==> src/rtl/dram_pkg.sv <==
// Shared types and default geometry for the DRAM burst data-path engine.
package dram_pkg;

  localparam int DQ_W_DEF = 8;
  localparam int BL_DEF   = 8;

  typedef logic [$clog2(BL_DEF)-1:0] beat_idx_t;

  typedef enum logic [2:0] {
    ST_IDLE,
    ST_WR_PRE,
    ST_WR_BURST,
    ST_WR_POST,
    ST_RD_BURST
  } burst_state_t;

endpackage

==> src/rtl/dram_rd_assembler.sv <==
// Read-burst capture: stores each incoming beat in its wrapped slot and presents
// the full word (including the beat arriving this cycle) when the last beat lands.
module dram_rd_assembler #(
  parameter int DQ_W = 8,
  parameter int BL   = 8
) (
  input  logic                    clk,
  input  logic                    rst_n,
  input  logic [DQ_W-1:0]         beat_i,
  input  logic                    valid_i,
  input  logic [$clog2(BL)-1:0]   start_slot_i,
  input  logic                    clear_i,
  output logic [BL*DQ_W-1:0]      word_o,
  output logic                    complete_o
);

  localparam int IW = $clog2(BL);

  logic [DQ_W-1:0] slots_q [BL];
  logic [IW-1:0]   cnt_q;
  logic [IW-1:0]   wr_slot;

  // Slot wraps naturally through the IW-bit add; the carry is dropped.
  assign wr_slot    = start_slot_i + cnt_q;
  assign complete_o = valid_i && (cnt_q == IW'(BL - 1));

  always_ff @(posedge clk or negedge rst_n) begin
    if (!rst_n) begin
      cnt_q <= '0;
    end else if (clear_i) begin
      cnt_q <= '0;
    end else if (valid_i) begin
      cnt_q <= cnt_q + 1'b1;
    end
  end

  // NOTE: capture slots carry no reset; they are only published after all BL
  // slots of the current burst have been written since the last clear.
  always_ff @(posedge clk) begin
    if (valid_i) begin
      slots_q[wr_slot] <= beat_i;
    end
  end

  always_comb begin
    word_o = '0;
    for (int k = 0; k < BL; k++) begin
      word_o[k*DQ_W +: DQ_W] = (valid_i && (wr_slot == IW'(k))) ? beat_i : slots_q[k];
    end
  end

endmodule

==> src/rtl/dram_burst_datapath.sv <==
// DRAM burst data-path engine: serialises a write burst onto DQ/DQS/DM and
// deserialises a read burst, with critical-beat-first wrap ordering.
module dram_burst_datapath
  import dram_pkg::*;
#(
  parameter int DQ_W       = DQ_W_DEF,
  parameter int BL         = BL_DEF,
  parameter int WPRE       = 1,
  parameter int RD_TIMEOUT = 16
) (
  input  logic                     CLK,
  input  logic                     nRST,
  input  logic                     wr_req,
  input  logic                     rd_req,
  input  logic [$clog2(BL)-1:0]    col_choice,
  input  logic [BL*DQ_W-1:0]       wr_data,
  input  logic [BL*DQ_W/8-1:0]     wr_mask,
  input  logic [DQ_W-1:0]          dq_in,
  input  logic                     dq_in_valid,
  output logic                     busy,
  output logic [DQ_W-1:0]          dq_out,
  output logic                     dq_oe,
  output logic                     dqs_t,
  output logic                     dqs_c,
  output logic                     dqs_oe,
  output logic [DQ_W/8-1:0]        dm_n,
  output logic                     edge_flag,
  output logic [BL*DQ_W-1:0]       rd_data,
  output logic                     rd_valid,
  output logic                     wr_done,
  output logic                     rd_err
);

  localparam int IW = $clog2(BL);
  localparam int MW = DQ_W / 8;
  localparam int CW = $clog2(((WPRE > BL) ? WPRE : BL) + 1);
  localparam int TW = $clog2(RD_TIMEOUT + 1);

  burst_state_t        state_q, state_d;
  logic [CW-1:0]       cnt_q, cnt_d;
  logic [TW-1:0]       idle_q, idle_d;
  logic [IW-1:0]       col_q;
  logic [BL*DQ_W-1:0]  wdata_q;
  logic [BL*MW-1:0]    wmask_q;
  logic                busy_q;
  logic                latch_wr, latch_col, asm_clear;
  logic [IW-1:0]       slot;

  // Pad-facing outputs are registered: they show the state of the previous cycle.
  logic [DQ_W-1:0]     dq_out_q, dq_out_d;
  logic                dq_oe_q, dq_oe_d;
  logic                dqs_t_q, dqs_t_d;
  logic                dqs_oe_q, dqs_oe_d;
  logic [MW-1:0]       dm_n_q, dm_n_d;
  logic                edge_q, edge_d;
  logic [BL*DQ_W-1:0]  rd_data_q, rd_data_d;
  logic                rd_valid_q, rd_valid_d;
  logic                wr_done_q, wr_done_d;
  logic                rd_err_q, rd_err_d;

  logic                asm_valid;
  logic [BL*DQ_W-1:0]  asm_word;
  logic                asm_complete;

  assign slot      = col_q + cnt_q[IW-1:0];
  assign asm_valid = dq_in_valid && (state_q == ST_RD_BURST);

  dram_rd_assembler #(
    .DQ_W (DQ_W),
    .BL   (BL)
  ) u_rd_assembler (
    .clk          (CLK),
    .rst_n        (nRST),
    .beat_i       (dq_in),
    .valid_i      (asm_valid),
    .start_slot_i (col_q),
    .clear_i      (asm_clear),
    .word_o       (asm_word),
    .complete_o   (asm_complete)
  );

  // NOTE: every signal gets its default before the case so no path can infer a latch.
  always_comb begin
    state_d    = state_q;
    cnt_d      = cnt_q;
    idle_d     = idle_q;
    latch_wr   = 1'b0;
    latch_col  = 1'b0;
    asm_clear  = 1'b0;
    dq_out_d   = '0;
    dq_oe_d    = 1'b0;
    dqs_t_d    = 1'b0;
    dqs_oe_d   = 1'b0;
    dm_n_d     = '1;
    edge_d     = edge_q;
    rd_data_d  = rd_data_q;
    rd_valid_d = 1'b0;
    wr_done_d  = 1'b0;
    rd_err_d   = 1'b0;

    case (state_q)
      ST_IDLE: begin
        // busy_q covers the trailing cycle where the last outputs are still on the pins.
        if (!busy_q) begin
          if (wr_req) begin
            state_d   = ST_WR_PRE;
            cnt_d     = '0;
            latch_wr  = 1'b1;
            latch_col = 1'b1;
          end else if (rd_req) begin
            state_d   = ST_RD_BURST;
            idle_d    = '0;
            latch_col = 1'b1;
            asm_clear = 1'b1;
          end
        end
      end

      ST_WR_PRE: begin
        dqs_oe_d = 1'b1;
        if (cnt_q == CW'(WPRE - 1)) begin
          state_d = ST_WR_BURST;
          cnt_d   = '0;
        end else begin
          cnt_d = cnt_q + 1'b1;
        end
      end

      ST_WR_BURST: begin
        dq_oe_d  = 1'b1;
        dqs_oe_d = 1'b1;
        dqs_t_d  = ~cnt_q[0];
        dq_out_d = wdata_q[slot*DQ_W +: DQ_W];
        dm_n_d   = ~wmask_q[slot*MW +: MW];
        edge_d   = ~edge_q;
        if (cnt_q == CW'(BL - 1)) begin
          state_d = ST_WR_POST;
        end else begin
          cnt_d = cnt_q + 1'b1;
        end
      end

      ST_WR_POST: begin
        dqs_oe_d  = 1'b1;
        wr_done_d = 1'b1;
        state_d   = ST_IDLE;
      end

      ST_RD_BURST: begin
        // A beat in the same cycle as an expiring idle count takes priority.
        if (dq_in_valid) begin
          edge_d = ~edge_q;
          idle_d = '0;
          if (asm_complete) begin
            rd_data_d  = asm_word;
            rd_valid_d = 1'b1;
            state_d    = ST_IDLE;
          end
        end else if (idle_q == TW'(RD_TIMEOUT - 1)) begin
          rd_err_d = 1'b1;
          state_d  = ST_IDLE;
        end else begin
          idle_d = idle_q + 1'b1;
        end
      end

      default: state_d = ST_IDLE;
    endcase
  end

  // NOTE: non-blocking assignments so every register samples pre-edge values.
  always_ff @(posedge CLK or negedge nRST) begin
    if (!nRST) begin
      state_q    <= ST_IDLE;
      cnt_q      <= '0;
      idle_q     <= '0;
      col_q      <= '0;
      wdata_q    <= '0;
      wmask_q    <= '0;
      busy_q     <= 1'b0;
      dq_out_q   <= '0;
      dq_oe_q    <= 1'b0;
      dqs_t_q    <= 1'b0;
      dqs_oe_q   <= 1'b0;
      dm_n_q     <= '1;
      edge_q     <= 1'b0;
      rd_data_q  <= '0;
      rd_valid_q <= 1'b0;
      wr_done_q  <= 1'b0;
      rd_err_q   <= 1'b0;
    end else begin
      state_q    <= state_d;
      cnt_q      <= cnt_d;
      idle_q     <= idle_d;
      busy_q     <= (state_q != ST_IDLE);
      dq_out_q   <= dq_out_d;
      dq_oe_q    <= dq_oe_d;
      dqs_t_q    <= dqs_t_d;
      dqs_oe_q   <= dqs_oe_d;
      dm_n_q     <= dm_n_d;
      edge_q     <= edge_d;
      rd_data_q  <= rd_data_d;
      rd_valid_q <= rd_valid_d;
      wr_done_q  <= wr_done_d;
      rd_err_q   <= rd_err_d;
      if (latch_col) begin
        col_q <= col_choice;
      end
      if (latch_wr) begin
        wdata_q <= wr_data;
        wmask_q <= wr_mask;
      end
    end
  end

  assign busy      = (state_q != ST_IDLE) || busy_q;
  assign dq_out    = dq_out_q;
  assign dq_oe     = dq_oe_q;
  assign dqs_t     = dqs_t_q;
  assign dqs_c     = dqs_oe_q & ~dqs_t_q;
  assign dqs_oe    = dqs_oe_q;
  assign dm_n      = dm_n_q;
  assign edge_flag = edge_q;
  assign rd_data   = rd_data_q;
  assign rd_valid  = rd_valid_q;
  assign wr_done   = wr_done_q;
  assign rd_err    = rd_err_q;

endmodule

==> config.mk <==
export PLATFORM = sky130hd
export DESIGN_NAME = dram_burst_datapath
export DESIGN_NICKNAME = d
export VERILOG_FILES = /design/src/rtl/dram_pkg.sv /design/src/rtl/dram_rd_assembler.sv /design/src/rtl/dram_burst_datapath.sv
export SDC_FILE = /design/constraint.sdc
export NUM_CORES = 1
export LEC_CHECK = 0
export ABC_AREA = 1
export CAP_MARGIN = 25
export CORE_ASPECT_RATIO = 1.25
export CORE_UTILIZATION = 58
export CTS_CLUSTER_DIAMETER = 120
export CTS_CLUSTER_SIZE = 14
export DETAILED_ROUTE_END_ITERATION = 10
export PLACE_DENSITY = 0.9
export SLEW_MARGIN = 20
export SYNTH_ARGS = -nofsm -noshare
export SYNTH_HDL_FRONTEND = slang
export SYNTH_HIERARCHICAL = 1
export SYNTH_SLANG_ARGS = --single-unit
==> constraint.sdc <==
create_clock -name CLK -period 3.5 [get_ports CLK]
set_input_delay 1.05 -clock CLK [delete_from_list [all_inputs] [get_ports CLK]]
set_output_delay 1.05 -clock CLK [all_outputs]
set_load 0.01 [all_outputs]
==> results.json, run 1 <==
{
  "dp_hpwl_mm": 17.0,
  "syn_nets": 1354,
  "timing.fmax_mhz": 331,
  "routabilityCongestion": 0.883,
  "fin_cells": 1636,
  "synthFlopType": "dfrtp_1",
  "portBuffers": 169,
  "synth_top_area_cell": "dfrtp_1",
  "r2r-end": "dq_out[2]",
  "synth-seq-area-share": 0.573,
  "tns_ps": 0,
  "area_delta_synth_final_pct": 20.6,
  "synthCells": 1256,
  "finalMaxSlewViolations": 0,
  "drcViolationCount": 0,
  "grt_pass1_wl_mm": 42.0,
  "required_ps": 2450,
  "die_area_um2": 19200,
  "clk_pin_slew_ps": 60,
  "hold_path_depth": 2,
  "synth_top_area_share": 0.393,
  "cp-end-kind": "output port",
  "p_leak_nw": 6.44,
  "viasPerCell": 5.46,
  "setup_viol": 0,
  "synthDistinctLibCells": 30,
  "first_pass_iters": 5,
  "cts_resized": 0,
  "drive_gt1_frac": 0.0561,
  "grt_use_total": 0.270,
  "synth.most_common_cell": "nand2_1",
  "synth_commonest_cells": "nand2_1, dfrtp_1, nand3_1",
  "synth.cell_area_um2": 10800,
  "finClkSkew_ps": 8.02,
  "worst_ep_arrival_time_ps": 1970,
  "coreArea_um2": 18200,
  "antenna_found_initial": 0,
  "wire_per_inst_um": 15.6,
  "nets": 1493,
  "reg2reg_from": "cnt_q[0]",
  "hp-start": "wdata_q[6]",
  "drt_first_iter_violations": 744,
  "cts.sink_count": 235,
  "rr_worst_depth": 8,
  "htree_num_levels": 1,
  "num_rows": 55,
  "cts_buffers": 20,
  "maxCapViolCount": 0,
  "hold_buffers": 0,
  "p_per_area_nw_per_um2": 713,
  "wirelength_mm": 25.5,
  "path_cells": "inv_2, nand2_1, nor2_4, inv_1, clkdlybuf4s50_1",
  "overflow": 0,
  "yosysWarningCount": 6,
  "syn_area_per_cell_um2": 8.62,
  "place_area_um2": 12500,
  "post_cts_buffers": 0,
  "antenna_left": 0,
  "path_buf_inv": 3,
  "fin_crit_ps": 3020,
  "critPathLaunchType": "flip-flop",
  "async_flop_share": 0.728,
  "min_to": "wdata_q[6]",
  "cts_buffer_depth": 3,
  "finalHoldViolCount": 0,
  "synth_edf_count": 64,
  "num_antenna_cells": 0,
  "fillers": 1353,
  "dp.cells": 1601,
  "r2r_slack_ps": 900,
  "crit_type": "reg2out",
  "root_buffer": "clkbuf_16",
  "synth_area_leaders": "dfrtp_1, nand2_1, edfxtp_1",
  "period_share": 0.864,
  "worstSkewPairLatency_ps": 490,
  "cpMaxStageDelayCell": "clkdlybuf4s50_1",
  "die_x_um": 124,
  "ir_drop_mv": 0.550,
  "design_area_um2": 13100,
  "power_mw": 9.30,
  "cts_tree": "done",
  "holdWs_ps": 471,
  "hold_path.class": "reg2reg",
  "initial_core_util": 0.596,
  "vias": 8932,
  "slew_headroom": 0.446,
  "ys_seq_elements": 235,
  "crit_fanout": 7,
  "status": "complete, no violations",
  "worst-slew-pin-transition_ps": 829,
  "grt_setup_unrepaired": "no",
  "grt_pass1_vias": 8604,
  "die_y_um": 155,
  "cpPeakStageDelay_ps": 540,
  "grt_max_degree": 75,
  "pin_count": 170,
  "crit_family": "buffers and inverters"
}
[sequential cells by signal (all words and copies together), names as in the netlist]
signal	cells
dq_oe	1
dqs_oe	1
dq_out	8
cnt_q	4
dqs_t	1
u_rd_assembler/slots_q	64
rd_err	1
rd_valid	1
idle_q	5
wdata_q	64
state_q	3
u_rd_assembler/cnt_q	3
dm_n	1
wr_done	1
rd_data	64
edge_flag	1
busy_q	1
col_q	3
wmask_q	8
[placed cells by master, fill, tap and decap left out, drive strengths merged]
master         instances
nand2                592
xnor2                  1
nor3                   1
nor2                  71
ha                     8
o21ai                 36
nand3                182
fa                     2
edfxtp                64
dfstp                  1
or2                    3
clkbuf                34
nand3b                 1
dfrtp                170
inv                   46
xor2                   2
buf                   19
nand4                  4
clkdlybuf4s50        167
o211ai                 1
clkinv                 1
a21oi                  2
[metrics by stage]
step,util,setup WS [ps]
finish,0.719,476
global route,0.719,390
CTS,0.719,473
detailed placement,0.687,465
global placement,0.687,556
floorplan,-,1170
[routing by layer]
layer  share of wire  global-route usage  vias to the layer above
met3           0.062              0.0422                       41
met1            0.40               0.338                     4253
li1                -                   -                     4278
met4           0.024               0.101                        0
met5               0                   0                        -
met2            0.52               0.472                      360
[worst min-delay path, stage by stage, from the launching register on]
cell and delay [ps]:
dfrtp_1 340, nand2_1 50, nand2_1 50
[how the worst max path moves through the flow]
stage,cells after the start,startpoint,to,slack (ps)
4_1_cts,5,state_q[2],busy,470
3_5_place_dp,7,dq_in_valid,u_rd_assembler/slots_q[5][0],460
3_3_place_gp,7,dq_in_valid,u_rd_assembler/slots_q[1][5],560
6_report,5,state_q[2],busy,480
5_1_grt,5,state_q[2],busy,390
2_1_floorplan,7,dq_in_valid,u_rd_assembler/slots_q[5][0],1170
[area by class of cell]
cell class,instances,area [µm²],area share
clock buffer,34,574,0.0440
sequential,235,6200,0.475
multi-input combinational,906,3980,0.304
clock inverter,1,5.00,0.000383
inverter,46,173,0.0132
tap,228,285,0.0219
timing repair buffer,186,1840,0.141
[report_power, final]
group / internal [mW] / leakage, nW / total, mW / switching (mW)
clock network: 1.11 / 0.278 / 2.05 / 0.937
registers: 3.35 / 2.83 / 3.70 / 0.342
logic: 1.14 / 3.34 / 3.56 / 2.42
[cell families after synthesis]
logic type | count (synthesis) | synth area share
buf+inv | 115 | 0.0611
fa+ha+maj | 10 | 0.0129
simple gates | 854 | 0.333
compound gates | 39 | 0.0183
flops | 235 | 0.573
xor+xnor | 3 | 0.00243
Note: power is estimated with default switching activity, not from simulation.
==> run 2: changes to the inputs <==
Settings changed: HOLD_SLACK_MARGIN set to 0.05.
==> results of run 2 <==
No change in the layout: final DEF, timing and power equal those of run 1.
==> run 3: changes to the inputs <==
Settings changed: RECOVER_POWER set to 25.
==> results.json, run 3 (synthesis results as in run 1) <==
{
  "status": "finished with violations",
  "violations": "capacitance limit, slew limit",
  "viasPerCell": 5.46,
  "clk_pin_slew_ps": 70,
  "ir_drop_mv": 0.549,
  "num_rows": 55,
  "cp-end-kind": "output port",
  "p_leak_nw": 6.44,
  "grt_pass1_wl_mm": 42.0,
  "crit_type": "reg2out",
  "period_share": 0.886,
  "cts_buffers": 20,
  "num_antenna_cells": 0,
  "area_delta_synth_final_pct": 20.4,
  "cts_resized": 0,
  "power_mw": 9.30,
  "cpPeakStageDelay_ps": 480,
  "vias": 8932,
  "fin_crit_ps": 3100,
  "multi_input_area_um2": 3980,
  "crit_fanout": 7,
  "cpMaxStageDelayCell": "clkdlybuf4s50_1",
  "grt_max_degree": 75,
  "nets": 1493,
  "design_area_um2": 13000,
  "hold_buffers": 0,
  "place_area_um2": 12500,
  "root_buffer": "clkbuf_16",
  "setup_viol": 0,
  "critPathLaunchType": "flip-flop",
  "antenna_left": 0,
  "finalMaxSlewViolations": 71,
  "htree_num_levels": 1,
  "die_x_um": 124,
  "combPwrFrac": 0.381,
  "finClkSkew_ps": 7.71,
  "first_pass_iters": 5,
  "coreArea_um2": 18200,
  "final_cell_mix": "nand2_1, dfrtp_1, nand3_1",
  "cts.sink_count": 235,
  "hold_path.class": "reg2reg",
  "worstSkewPairLatency_ps": 490,
  "switching_share": 0.398,
  "maxCapViolCount": 1,
  "drive_gt1_frac": 0.0547,
  "finalHoldViolCount": 0,
  "required_ps": 2450,
  "internal_power_mw": 5.60,
  "routabilityCongestion": 0.883,
  "grt_use_total": 0.270,
  "p_per_area_nw_per_um2": 713,
  "grt_setup_unrepaired": "no",
  "slew_headroom": -0.201,
  "drt_first_iter_violations": 738,
  "tns_ps": 0,
  "fin_cells": 1636,
  "drcViolationCount": 0,
  "die_y_um": 155,
  "dp_hpwl_mm": 17.0,
  "portBuffers": 169,
  "p_sw_mw": 3.70,
  "worst_ep_arrival_time_ps": 2050,
  "path_cells": "inv_1, nand2_1, nor2_4, inv_1, clkdlybuf4s50_1",
  "pin_count": 170,
  "overflow": 0,
  "cts_buffer_depth": 3,
  "crit_top_cell": "inv_1",
  "seqPwrFrac": 0.398,
  "antenna_found_initial": 0,
  "register_area_um2": 6200,
  "wirelength_mm": 25.5,
  "die_area_um2": 19200,
  "initial_core_util": 0.596,
  "holdWs_ps": 471,
  "layout_commonest_cell": "nand2_1",
  "dp.cells": 1601,
  "post_cts_buffers": 0,
  "cts_tree": "done",
  "wire_per_inst_um": 15.6,
  "p_clk_frac": 0.221,
  "fillers": 1356,
  "timing.fmax_mhz": 322,
  "worst-slew-pin-transition_ps": 1800,
  "grt_pass1_vias": 8604
}
-- run 3: cell types whose count changed in the layout (fill, tap and decap cells not counted) --
cell,delta
buf_6,-1
buf_4,-2
clkbuf_2,+2
inv_2,-1
dlygate4sd3_1,+1
clkbuf_1,+1
clkdlybuf4s50_1,-1
inv_1,+1
-- run 3: routing by layer --
metal | global-route usage | part of all wire | vias up
li1 | - | - | 4279
met5 | 0 | 0 | -
met3 | 0.0422 | 0.066 | 43
met4 | 0.101 | 0.024 | 0
met1 | 0.338 | 0.39 | 4231
met2 | 0.472 | 0.52 | 379
-- run 3: final cells by class --
cell class              count  share of cell area
well taps                 228              0.0219
inverters                  46              0.0132
clock inverters             1            0.000384
clock buffers              34              0.0440
repair buffers            186               0.140
flip-flops and latches    235               0.476
multi-input cells         906               0.305
-- run 3: worst max-delay path, delay by kind of cell (launching register included) --
kind | cells | cell delay, ps
flip-flops | 1 | 470
AND/OR/NAND/NOR | 2 | 290
buffers and inverters | 3 | 810
-- run 3: metrics by stage --
stage / setup slack [ps] / utilization
2_1_floorplan: 1170 / -
3_5_place_dp: 465 / 0.687
3_3_place_gp: 556 / 0.687
6_report: 397 / 0.718
4_1_cts: 473 / 0.719
5_1_grt: 314 / 0.718
-- run 3: power by group through the flow --
stage               sequential, mW  combinational, mW  clock, mW
floorplan                     3.65               2.66          0
global placement              3.70               3.37          0
detailed placement            3.72               3.50          0
CTS                           3.68               3.55       2.09
global route                  3.74               4.01       2.20
finish                        3.70               3.55       2.06
-- run 3: path summary, 6_finish.rpt --
check / depth (start not counted) / from / slack [ps] / end
setup / recovery: 5 / state_q[2] / 400 / busy
hold / removal: 2 / wdata_q[6] / 470 / wdata_q[6]
setup reg to reg: 8 / cnt_q[0] / 910 / dq_out[2]
hold reg to reg: 2 / wdata_q[6] / 470 / wdata_q[6]
max in group asynchronous: 2 / nRST / 1000 / rd_data[7]
min in group asynchronous: 1 / nRST / 1050 / rd_data[50]
